**config.mk**
```make
export PLATFORM = sky130hd
export DESIGN_NAME = cnt_uart_tx_flat
export DESIGN_NICKNAME = d
export VERILOG_FILES = /design/src/rtl/cnt_uart_pkg.sv /design/src/rtl/cnt_uart_tx_if.sv /design/src/rtl/cnt_uart_baud.sv /design/src/rtl/cnt_uart_tx.sv /design/src/flat_wrapper.sv
export SDC_FILE = /design/constraint.sdc
export NUM_CORES = 1
export LEC_CHECK = 0
export CORE_ASPECT_RATIO = 1.5
export CORE_MARGIN = 2
export CORE_UTILIZATION = 31
export DETAILED_ROUTE_END_ITERATION = 8
export GPL_ROUTABILITY_DRIVEN = 1
export PLACE_DENSITY = 0.56
export SYNTH_ARGS = -nofsm -noshare
export SYNTH_HDL_FRONTEND = slang
export SYNTH_HIERARCHICAL = 1
export SYNTH_SLANG_ARGS = --single-unit
```
**constraint.sdc**
```tcl
create_clock -name clk -period 2.18 [get_ports clk]
set_input_delay 0.218 -clock clk [delete_from_list [all_inputs] [get_ports clk]]
set_output_delay 0.218 -clock clk [all_outputs]
set_load 0.02 [all_outputs]
```
**src/rtl/cnt_uart_pkg.sv**
```systemverilog
// Shared types and constants for the counter UART reporting stage.
package cnt_uart_pkg;

  typedef enum logic [1:0] {IDLE, START, DATA, STOP} state_t;

  localparam int CNT_W            = 8;
  localparam int CLKS_PER_BIT_DEF = 16;

  // Counter width able to hold 0..n-1; never narrower than one bit.
  function automatic int width_of(input int n);
    return (n < 2) ? 1 : $clog2(n);
  endfunction

endpackage

```
**src/rtl/cnt_uart_tx_if.sv**
```systemverilog
// Snapshot request / serial status bundle between the counter side and the UART.
interface cnt_uart_tx_if
  import cnt_uart_pkg::*;
#(
  parameter int DATA_W = CNT_W
);
  logic [DATA_W-1:0] data_cnt;
  logic              snap;
  logic              clr_ovr;
  logic              txd;
  logic              busy;
  logic              done;
  logic              overrun;

  modport master (
    output data_cnt, snap, clr_ovr,
    input  txd, busy, done, overrun
  );

  modport slave (
    input  data_cnt, snap, clr_ovr,
    output txd, busy, done, overrun
  );
endinterface

```
**src/rtl/cnt_uart_baud.sv**
```systemverilog
// Bit-period timer: counts 0..CLKS_PER_BIT-1 while enabled, pulses bit_end on the last count.
module cnt_uart_baud
  import cnt_uart_pkg::*;
#(
  parameter int CLKS_PER_BIT = CLKS_PER_BIT_DEF
) (
  input  logic clk,
  input  logic reset,
  input  logic en,
  input  logic clr,
  output logic bit_end
);

  localparam int            CW   = width_of(CLKS_PER_BIT);
  localparam logic [CW-1:0] LAST = CW'(CLKS_PER_BIT - 1);

  logic [CW-1:0] cnt;

  assign bit_end = en && (cnt == LAST);

  // Period counter; wraps to zero on each bit boundary, clear restarts a frame.
  always_ff @(posedge clk) begin
    if (reset || clr) begin
      cnt <= '0;
    end else if (en) begin
      cnt <= bit_end ? '0 : cnt + 1'b1;
    end
  end

endmodule

```
**src/rtl/cnt_uart_tx.sv**
```systemverilog
// Captures the counter value on snap and sends it as one 8N1 UART frame, LSB first.
module cnt_uart_tx
  import cnt_uart_pkg::*;
#(
  parameter int CLKS_PER_BIT = CLKS_PER_BIT_DEF,
  parameter int DATA_W       = CNT_W
) (
  input logic          clk,
  input logic          reset,
  cnt_uart_tx_if.slave bus
);

  localparam int               IDX_W    = width_of(DATA_W);
  localparam logic [IDX_W-1:0] LAST_BIT = IDX_W'(DATA_W - 1);

  state_t            state, state_nxt;
  logic [DATA_W-1:0] shift, shift_nxt;
  logic [IDX_W-1:0]  bit_idx, bit_idx_nxt;
  logic              bit_end;
  logic              accept;
  logic              ovr_set;
  logic              txd_nxt, busy_nxt, done_nxt;
  logic              txd_q, busy_q, done_q, ovr_q;

  // A request is taken only from IDLE; any other request is an overrun.
  assign accept  = (state == IDLE) && bus.snap;
  assign ovr_set = (state != IDLE) && bus.snap;

  cnt_uart_baud #(
    .CLKS_PER_BIT(CLKS_PER_BIT)
  ) u_baud (
    .clk    (clk),
    .reset  (reset),
    .en     (state != IDLE),
    .clr    (accept),
    .bit_end(bit_end)
  );

  // State, shift register and bit index.
  always_ff @(posedge clk) begin
    if (reset) begin
      state   <= IDLE;
      shift   <= '0;
      bit_idx <= '0;
    end else begin
      state   <= state_nxt;
      shift   <= shift_nxt;
      bit_idx <= bit_idx_nxt;
    end
  end

  // Next-state, shift and bit-index logic; advances only on bit boundaries.
  always_comb begin
    state_nxt   = state;
    shift_nxt   = shift;
    bit_idx_nxt = bit_idx;
    case (state)
      IDLE: begin
        if (bus.snap) begin
          state_nxt   = START;
          shift_nxt   = bus.data_cnt;
          bit_idx_nxt = '0;
        end
      end
      START: begin
        if (bit_end) state_nxt = DATA;
      end
      DATA: begin
        if (bit_end) begin
          shift_nxt = shift >> 1;
          if (bit_idx == LAST_BIT) begin
            state_nxt   = STOP;
            bit_idx_nxt = '0;
          end else begin
            bit_idx_nxt = bit_idx + 1'b1;
          end
        end
      end
      STOP: begin
        if (bit_end) state_nxt = IDLE;
      end
      default: state_nxt = IDLE;
    endcase
  end

  // Output decode from the upcoming state so the registered outputs line up with it.
  always_comb begin
    busy_nxt = (state_nxt != IDLE);
    done_nxt = (state == STOP) && bit_end;
    case (state_nxt)
      START:   txd_nxt = 1'b0;
      DATA:    txd_nxt = shift_nxt[0];
      default: txd_nxt = 1'b1;
    endcase
  end

  // Output registers; overrun set has priority over clear.
  always_ff @(posedge clk) begin
    if (reset) begin
      txd_q  <= 1'b1;
      busy_q <= 1'b0;
      done_q <= 1'b0;
      ovr_q  <= 1'b0;
    end else begin
      txd_q  <= txd_nxt;
      busy_q <= busy_nxt;
      done_q <= done_nxt;
      if (ovr_set) begin
        ovr_q <= 1'b1;
      end else if (bus.clr_ovr) begin
        ovr_q <= 1'b0;
      end
    end
  end

  assign bus.txd     = txd_q;
  assign bus.busy    = busy_q;
  assign bus.done    = done_q;
  assign bus.overrun = ovr_q;

endmodule

```
**src/flat_wrapper.sv**
```systemverilog
// flat-port wrapper written by rule: the top's interface ports become plain ports
module cnt_uart_tx_flat import cnt_uart_pkg::*;
#(
  parameter int CLKS_PER_BIT = CLKS_PER_BIT_DEF,
  parameter int DATA_W       = CNT_W
)
  (clk, reset, bus_data_cnt, bus_snap, bus_clr_ovr, bus_txd, bus_busy, bus_done, bus_overrun);
  cnt_uart_tx_if #(.DATA_W(DATA_W)) bus_i ();
  input logic clk;
  input logic reset;
  input wire logic [$bits(bus_i.data_cnt)-1:0] bus_data_cnt;
  input wire logic [$bits(bus_i.snap)-1:0] bus_snap;
  input wire logic [$bits(bus_i.clr_ovr)-1:0] bus_clr_ovr;
  output wire logic [$bits(bus_i.txd)-1:0] bus_txd;
  output wire logic [$bits(bus_i.busy)-1:0] bus_busy;
  output wire logic [$bits(bus_i.done)-1:0] bus_done;
  output wire logic [$bits(bus_i.overrun)-1:0] bus_overrun;
  assign bus_i.data_cnt = bus_data_cnt;
  assign bus_i.snap = bus_snap;
  assign bus_i.clr_ovr = bus_clr_ovr;
  assign bus_txd = bus_i.txd;
  assign bus_busy = bus_i.busy;
  assign bus_done = bus_i.done;
  assign bus_overrun = bus_i.overrun;
  cnt_uart_tx #(.CLKS_PER_BIT(CLKS_PER_BIT), .DATA_W(DATA_W)) u_core (.clk(clk), .reset(reset), .bus(bus_i));
endmodule
```
==> impl_metrics.yaml <==
floorplanning:
  rows: 24
  ios: 16
  core_area_um2: 2910
  dieArea_um2: 3520
  die_w_um: 49.1
  dieHeight_um: 71.7
  initial_core_util_pct: 32.5
power_and_ir_drop:
  ir_worst_vdd_mv: 0.343
  p_leak_nw: 0.431
  power.total_mw: 0.757
  power_density_nw_per_um2: 635
global_route:
  first_global_vias: 800
  antenna_found_initial: 0
  grt_overflow_total: 0
  grt_pass1_wl_um: 3350
  grt_max_degree: 20
  track_usage_pct: 11.9
sta:
  maxSlewHeadroom_pct: 68.2
  holdWs_ns: 0.463
  finalWorstSetupSlack_ns: 0.301
  tightestPinTransition_ns: 0.477
  maxSlewViolCount: 0
  fin_crit_sh_pct: 86.2
  finalSetupViolations: 0
  fmax_mhz: 532
  skew_ns: 0.00356
  rsz0062_at_grt: "false"
  min_period_ns: 1.88
  final.setup.tns_ns: 0
  hold_violations: 0
critical_path:
  cp_cell_sequence: "or2_2 -> and4_2 -> and3b_1 -> nor2_4 -> mux2i_1 -> nor2_1"
  timing.rr.start: "u_core/state[1]"
  cp-endpoint: "u_core/bit_idx[1]"
  path_class: "flip-flop to flip-flop"
  required_ns: 2.33
  critPathLaunchType: "flip-flop"
  r2r_slack_ns: 0.30
  path_buf_inv: 0
  crit_path_max_fanout: 10
  cp-end-kind: "flip-flop"
  path_delay_family: "simple AND/OR/NAND/NOR gates"
  r2r-end: "u_core/bit_idx[1]"
  cp_data_arrival_time_ns: 2.03
  cp.depth: 6
  cp_slowest_cell: "or2_2"
  worst_path_largest_cell_delay_ns: 0.37
  startpoint: "u_core/state[1]"
  reg2reg_depth: 6
routing:
  wl_per_cell_um: 12.1
  ant_nets: 0
  drt_pass1_iterations: 5
  drc: 0
  drtIter0Drc: 19
  vias: 806
  vias_per_cell: 5.10
  drt-total-wl_um: 1920
final_layout:
  regArea_um2: 420
  multi_input_area_um2: 492
  fin_nets: 135
  num-fill-cells: 310
  num_antenna_cells: 0
  final_layout_size_suffix_gt1_share_pct: 11.8
  synthToLayoutAreaGrowth_pct: 26.0
  final_core_util_pct: 41.0
yosys:
  yosysUniqueCellTypes: 35
  yosys_register_bits: 21
  synth.avg_cell_area_um2: 9.47
  synthAdderAreaFrac_pct: 3.96
  synth-seq-area-share_pct: 44.4
  synth_top_area_share_pct: 44.4
  synth_commonest_cells: "21 x dfxtp_1, 12 x nand2_1, 10 x a21oi_1"
  syn_area_um2: 947
  muxShareOfSynthArea_pct: 2.11
  synth_xor_area_share_pct: 1.85
  synth_top_family_by_area: "simple AND/OR/NAND/NOR gates"
  syn-num-nets: 115
  async_flop_share_pct: 0
  synthSimpleGateAreaFrac_pct: 25.2
  synth.most_common_cell: "dfxtp_1"
  ys_warn_count: 6
  synth_edf_count: 0
  netlist_instances: 100
  synth_compound_area_share_pct: 18.8
  synth.area.top_cells: "dfxtp_1 44%, a22oi_1 5.5%, a21oi_1 5.3%"
  synth_top_cell_by_area: "dfxtp_1"
  synthFlopType: "dfxtp_1"
clocking:
  clk_latency_ns: 0.26
  clockBufferDepth: 2
  post_cts_buffers: 0
  cts_tree: "built"
  cts_buffers: 3
  holdBufCountCts: 0
  path_clk_slew_ns: 0.08
  clk_root_buffer_cell: "clkbuf_8"
  post_cts_resized: 0
  cts_sinks: 21
  h-tree-depth: 1
placed_design:
  portBuffers: 15
  gp_congestion: 0.794
  pre_cts_ws_ns: 0.319
  post-dp-hpwl_um: 1420
worst_hold_path:
  hold_class: "flip-flop to flip-flop"
run_status:
  status: "finished, final reports clean"
run:
  drv_cap: 0
[metrics by stage]
step                      cells  instance area, um2
final                       158                1190
after global routing        158                1190
after CTS                   158                1190
after detailed placement    154                1150
after global placement      154                1150
after floorplan             100                 947
[worst min path at each step]
stage | start | endpoint | cells past startpoint
after CTS | u_core/shift[1] | u_core/shift[1] | 2
after floorplan | reset | u_core/bit_idx[0] | 1
after global placement | u_core/shift[2] | u_core/shift[2] | 2
final | u_core/shift[1] | u_core/shift[1] | 2
after detailed placement | u_core/shift[1] | u_core/shift[1] | 2
after global routing | u_core/shift[5] | u_core/shift[5] | 2
[placed cells by master, fill, tap and decap left out, types with 2 or more instances in the layout]
cell	count
a21oi_1	10
a22oi_1	7
buf_4	4
clkbuf_8	3
clkdlybuf4s50_1	15
dfxtp_1	21
ha_1	3
inv_1	2
mux2i_1	2
nand2_1	12
nand2b_1	2
nand3_1	3
nand3b_1	2
nor2_1	6
nor3_1	3
o21ai_0	4
xor2_1	2
[layout make-up]
class | count | area share [%]
Sequential cell | 21 | 35.2
Timing Repair Buffer | 19 | 15.1
Tap cell | 39 | 4.09
Inverter | 2 | 0.629
Multi-Input combinational cell | 73 | 41.2
Clock buffer | 4 | 3.77
[routing by layer]
metal	vias up	global-route usage, %	share of wire, %
met3	2	2.50	6.0
li1	405	-	-
met5	-	0	0
met1	375	13.2	41
met4	0	6.03	0.68
met2	24	21.3	52
[cells by family (layout without fill, tap and decap cells)]
kind of cell    count (synthesis)  after routing
simple gates                   39             39
compound gates                 27             27
flops                          21             21
buf+inv                         6             25
fa+ha+maj                       3              3
xor+xnor                        2              2
mux                             2              2
[tightest hold or removal path: cells and delay by family, from the launching register on]
family,cells,cell delay (ns)
flip-flops,1,0.32
AO/OA/AOI/OAI,1,0.05
AND/OR/NAND/NOR,1,0.05
[flip-flops by register name (all words and copies together) (netlist names)]
register and flops:
u_core/bit_idx 3, u_core/bus.busy 1, u_core/bus.done 1, u_core/bus.overrun 1, u_core/bus.txd 1, u_core/shift 8
u_core/state 2, u_core/u_baud/cnt 4
[where the power goes]
group	internal, mW	switching (mW)
Clock	0.130	0.122
Sequential	0.399	0.00812
Combinational	0.0513	0.0467
Total	0.581	0.177
No activity file was read; power rests on OpenSTA's default activity.
